$ cat config.mk
export PLATFORM = sky130hd
export DESIGN_NAME = wddl_phase_ctrl
export DESIGN_NICKNAME = d
export VERILOG_FILES = /design/src/rtl/wddl_phase_ctrl.sv
export SDC_FILE = /design/constraint.sdc
export NUM_CORES = 1
export LEC_CHECK = 0
export BUFFER_PORTS_ARGS = -buffer_cell sky130_fd_sc_hd__buf_4
export CORE_UTILIZATION = 33
export CTS_BUF_LIST = sky130_fd_sc_hd__clkbuf_16
export CTS_CLUSTER_DIAMETER = 50
export DETAILED_ROUTE_END_ITERATION = 10
export PLACE_DENSITY_LB_ADDON = 0.12
export SLEW_MARGIN = 20
export SYNTH_ARGS = -nofsm -noshare
export SYNTH_HDL_FRONTEND = slang
export SYNTH_SLANG_ARGS = --single-unit
export TNS_END_PERCENT = 10
$ cat constraint.sdc
create_clock -name clk -period 3.5 [get_ports clk]
set_input_delay 0.7 -clock clk [delete_from_list [all_inputs] [get_ports clk]]
set_output_delay 0.7 -clock clk [all_outputs]
set_load 0.005 [all_outputs]
$ cat src/rtl/wddl_phase_ctrl.sv
// Precharge/evaluate sequencer driving a bank of WDDL flip-flops and capturing the returned rails.
// Optional rail-invariant checker compiled in when WDDL_RAIL_CHECK_EN is defined.
module wddl_phase_ctrl #(
    parameter int WIDTH    = 8,
    parameter int PRE_CYC  = 2,
    parameter int EVAL_CYC = 2
) (
    input  logic             clk,
    input  logic             rst,
    input  logic             in_valid,
    output logic             in_ready,
    input  logic [WIDTH-1:0] in_data,
    output logic [WIDTH-1:0] d_o,
    output logic             prechrg_o,
    input  logic [WIDTH-1:0] q_i,
    input  logic [WIDTH-1:0] qbar_i,
    output logic             out_valid,
    input  logic             out_ready,
    output logic [WIDTH-1:0] out_data,
    output logic             err_o,
    output logic [7:0]       err_cnt_o,
    output logic [1:0]       state_dbg
);

    // Handshakes: a word moves when valid & ready are both high at a rising edge;
    // valid never waits on ready, and the sender holds data stable while valid is high.

    typedef enum logic [1:0] {
        S_IDLE = 2'd0,
        S_PRE  = 2'd1,
        S_EVAL = 2'd2
    } state_t;

    localparam logic [3:0] PRE_LAST  = 4'(PRE_CYC - 1);
    localparam logic [3:0] EVAL_LAST = 4'(EVAL_CYC - 1);

    state_t           state;
    state_t           state_nxt;
    logic [3:0]       phase_cnt;
    logic [3:0]       phase_cnt_nxt;
    logic             pre_last;
    logic             eval_last;
    logic             accept;
    logic             drain;
    logic [WIDTH-1:0] hold;

    assign in_ready  = (state == S_IDLE) & (!out_valid | out_ready) & !rst;
    assign accept    = in_valid & in_ready;
    assign drain     = out_valid & out_ready;
    assign state_dbg = state;

    always_ff @(posedge clk) begin
        if (rst) begin
            state     <= S_IDLE;
            phase_cnt <= 4'd0;
        end else begin
            state     <= state_nxt;
            phase_cnt <= phase_cnt_nxt;
        end
    end

    // The held word reaches d_o only during EVAL; both rails stay precharged otherwise.
    always_comb begin
        state_nxt     = state;
        phase_cnt_nxt = phase_cnt;
        pre_last      = 1'b0;
        eval_last     = 1'b0;
        prechrg_o     = 1'b1;
        d_o           = '0;
        case (state)
            S_IDLE: begin
                if (accept) begin
                    state_nxt     = S_PRE;
                    phase_cnt_nxt = 4'd0;
                end
            end
            S_PRE: begin
                if (phase_cnt == PRE_LAST) begin
                    pre_last      = 1'b1;
                    state_nxt     = S_EVAL;
                    phase_cnt_nxt = 4'd0;
                end else begin
                    phase_cnt_nxt = phase_cnt + 4'd1;
                end
            end
            S_EVAL: begin
                prechrg_o = 1'b0;
                d_o       = hold;
                if (phase_cnt == EVAL_LAST) begin
                    eval_last     = 1'b1;
                    state_nxt     = S_IDLE;
                    phase_cnt_nxt = 4'd0;
                end else begin
                    phase_cnt_nxt = phase_cnt + 4'd1;
                end
            end
            default: begin
                state_nxt     = S_IDLE;
                phase_cnt_nxt = 4'd0;
            end
        endcase
    end

    // Single-entry output slot; capture and drain never coincide because accept needs a free slot.
    always_ff @(posedge clk) begin
        if (rst) begin
            hold      <= '0;
            out_valid <= 1'b0;
            out_data  <= '0;
        end else begin
            if (accept) begin
                hold <= in_data;
            end
            if (eval_last) begin
                out_valid <= 1'b1;
                out_data  <= q_i;
            end else if (drain) begin
                out_valid <= 1'b0;
            end
        end
    end

`ifdef WDDL_RAIL_CHECK_EN
    logic       pend_err;
    logic       eval_err;
    logic       err_q;
    logic [7:0] err_cnt_q;

    // Evaluated rails must be complementary and carry the word that was driven.
    assign eval_err = pend_err
                    | ((q_i ^ qbar_i) != {WIDTH{1'b1}})
                    | (q_i != hold);

    always_ff @(posedge clk) begin
        if (rst) begin
            pend_err  <= 1'b0;
            err_q     <= 1'b0;
            err_cnt_q <= 8'd0;
        end else begin
            if (accept) begin
                pend_err <= 1'b0;
            end else if (pre_last && (|(q_i | qbar_i))) begin
                pend_err <= 1'b1;
            end
            if (eval_last) begin
                err_q <= eval_err;
                if (eval_err && (err_cnt_q != 8'hFF)) begin
                    err_cnt_q <= err_cnt_q + 8'd1;
                end
            end
        end
    end

    assign err_o     = err_q;
    assign err_cnt_o = err_cnt_q;
`else
    logic unused_chk;

    assign unused_chk = ^{qbar_i, pre_last};
    assign err_o      = 1'b0;
    assign err_cnt_o  = 8'd0;
`endif

endmodule

==> flow_metrics.env <==
export IMPL_ant_nets=0
export IMPL_cts_path_max_buffers=2
export IMPL_drtIter0Drc=22
export IMPL_hold_viol=0
export IMPL_synthFlopType="dfxtp_1"
export IMPL_critPathMaxFanout=12
export IMPL_cts_setup_buffers=0
export IMPL_io_pins=58
export IMPL_yosysSeqAreaShare=0.400
export IMPL_cts_tree="built"
export IMPL_p_seq_frac=0.418
export IMPL_power_switching_w=0.000191
export IMPL_pwr_share_clk=0.347
export IMPL_htreeDepth=1
export IMPL_dr_pass1_iters=4
export IMPL_portBuffers=40
export IMPL_relSlewSlack=0.608
export IMPL_hold_depth=2
export IMPL_clkLatencyLatePin_ns=0.25
export IMPL_r2r_setup_slack_ns=1.81
export IMPL_synth_area_per_cell_um2=8.46
export IMPL_finalWirelength_mm=2.25
export IMPL_fin_crit_sh=0.604
export IMPL_seq_area_um2=460
export IMPL_tns_ns=0
export IMPL_timing_rr_start="state_dbg[1]"
export IMPL_finalSetupViolCount=0
export IMPL_cts_sinks=23
export IMPL_overflow=0
export IMPL_yosysUniqueCellTypes=30
export IMPL_async_reset_ff_frac=0
export IMPL_grt_max_degree=31
export IMPL_die_y_um=61.1
export IMPL_setup_worst_path_end_class="output port"
export IMPL_postCtsResizedCells=0
export IMPL_clockRootBuffer="clkbuf_16"
export IMPL_leakagePower_nw=0.689
export IMPL_first_global_vias=808
export IMPL_dp_hpwl_mm=1.66
export IMPL_intPower_w=0.000511
export IMPL_syn_area_um2=1150
export IMPL_gp_congestion=0.643
export IMPL_comb_power_share=0.235
export IMPL_use_met2=0.227
export IMPL_startpoint="state_dbg[0]"
export IMPL_drive_above_1_share=0.267
export IMPL_finalClockSkew_ns=0.00196
export IMPL_area_delta_synth_final_pct=31.6
export IMPL_arrival_ns=1.41
export IMPL_top_usage_layer="met2"
export IMPL_cpPeakStageDelay_ns=0.37
export IMPL_final_util=0.454
export IMPL_post_route_min_period_ns=2.11
export IMPL_slew_viol_final=0
export IMPL_fmax_ghz=0.473
export IMPL_grt_pass1_wl_mm=3.53
export IMPL_cts_made_buffers=3
export IMPL_crit_chain="inv_1 > ha_1 > and2_1 > buf_4"
export IMPL_avgRoutedWirePerCell_um=10.3
export IMPL_synth_edff_count=0
export IMPL_status="finished clean"
export IMPL_netlist_instances=136
export IMPL_postCtsHoldBufs=0
export IMPL_dieWidth_um=61.1
export IMPL_preCtsSetupSlack_ns=1.42
export IMPL_synth_top_cell_by_area="dfxtp_1"
export IMPL_synth_top_cells_by_count="23 x dfxtp_1, 19 x nand2_1, 13 x a21oi_1"
export IMPL_nets=207
export IMPL_ir_worst_vdd_mv=0.207
export IMPL_rsz0062_at_grt="no"
export IMPL_rr_worst_depth=5
export IMPL_criticalPathCategory="flip-flop to output port"
export IMPL_drc=0
export IMPL_min_path_type="flip-flop to flip-flop"
export IMPL_met3_usage=0.0420
export IMPL_post_dp_cell_area_um2=1440
export IMPL_yosysMostFrequentCell="dfxtp_1"
export IMPL_setup_ws_ns=1.39
export IMPL_worstPathRequired_ns=2.80
export IMPL_synth_top_area_frac=0.400
export IMPL_avgViaCountPerCell=4.45
export IMPL_r2r_end="hold[5]"
export IMPL_n_antenna_cell=0
export IMPL_sw_frac_of_total=0.272
export IMPL_coreArea_um2=3340
export IMPL_crit_end="d_o[1]"
export IMPL_num_rows=21
export IMPL_cp_slowest_cell="dfxtp_1"
export IMPL_grt_usage=0.130
export IMPL_cp_start_kind="flip-flop"
export IMPL_clk_pin_slew_ns=0.06
export IMPL_p_per_area_nw_per_um2=463
export IMPL_synth_warnings=0
export IMPL_initial_core_util=0.345
export IMPL_stdcell_area_um2=1520
export IMPL_vias=971
export IMPL_ys_ff_latch=23
export IMPL_maxCapViolations=0
export IMPL_antenna_found_initial=0
export IMPL_worstMarginPinSlew_ns=0.585
export IMPL_fillers=330
export IMPL_yosys_top_cells_area="dfxtp_1 40%, mux2i_1 7.0%, ha_1 6.5%, nand2_1 6.2%, buf_4 5.9%"
export IMPL_design_die_area_um2=3730
export IMPL_multiInputGateArea_um2=583
export IMPL_met1_usage=0.148
-- routing by layer --
layer,up-vias,wire length [µm]
li1,498,-
met1,432,998
met2,37,1060
met3,4,168
met4,0,29
met5,-,0
-- per-stage QoR --
stage | instances | power, W | hold slack (ns)
floorplan | 144 | 0.000425 | 0.453
global placement | 214 | 0.000461 | 0.443
detailed placement | 214 | 0.000466 | 0.450
CTS | 218 | 0.000714 | 0.458
global route | 218 | 0.000744 | 0.478
finish | 218 | 0.000702 | 0.453
-- worst max-delay path, delay by kind of cell (launching register included) --
kind | cells | cell delay (ns)
flops | 1 | 0.37
buf+inv | 2 | 0.24
fa+ha+maj | 1 | 0.34
simple gates | 1 | 0.22
-- worst min path at each step --
stage	to	start	slack, ns
finish	out_data[3]	out_data[3]	0.45
global placement	out_data[5]	out_data[5]	0.44
detailed placement	out_data[3]	out_data[3]	0.45
floorplan	out_data[0]	out_data[0]	0.45
global route	out_data[2]	out_data[2]	0.48
CTS	out_data[3]	out_data[3]	0.46
-- layout make-up --
cell class,instances,area share
Multi-Input combinational cell,96,0.385
Clock buffer,3,0.0495
Sequential cell,23,0.304
Tap cell,46,0.0380
Inverter,9,0.0223
Clock inverter,1,0.00330
Timing Repair Buffer,40,0.198
-- power groups by stage --
stage,Sequential [W],Combinational (W),Clock [W]
finish,0.000293,0.000165,0.000244
detailed placement,0.000299,0.000166,0
global placement,0.000298,0.000163,0
CTS,0.000293,0.000168,0.000253
global route,0.000295,0.000185,0.000264
floorplan,0.000296,0.000129,0
-- cells by family after synthesis --
group | share of synthesized area
other | 0.00326
buffers and inverters | 0.120
adder cells (fa/ha/maj) | 0.0652
AO/OA/AOI/OAI | 0.103
flip-flops | 0.400
AND/OR/NAND/NOR | 0.239
multiplexers | 0.0696
-- sequential cells by signal, summed over array words and instances (netlist names) --
signal	cells
state_dbg	2
hold	8
out_data	8
phase_cnt	4
out_valid	1
-- cell usage in the layout, fill, tap and decap left out, types with 2 or more instances in the layout --
cell type	instances
o32ai_1	2
inv_1	9
dfxtp_1	23
or3_1	3
mux2i_1	8
ha_1	6
nor2_1	11
nand3b_1	2
and2_1	9
conb_1	9
clkbuf_16	3
a21oi_1	13
nand2_1	19
buf_4	40
No activity file was read; power rests on OpenSTA's default activity.
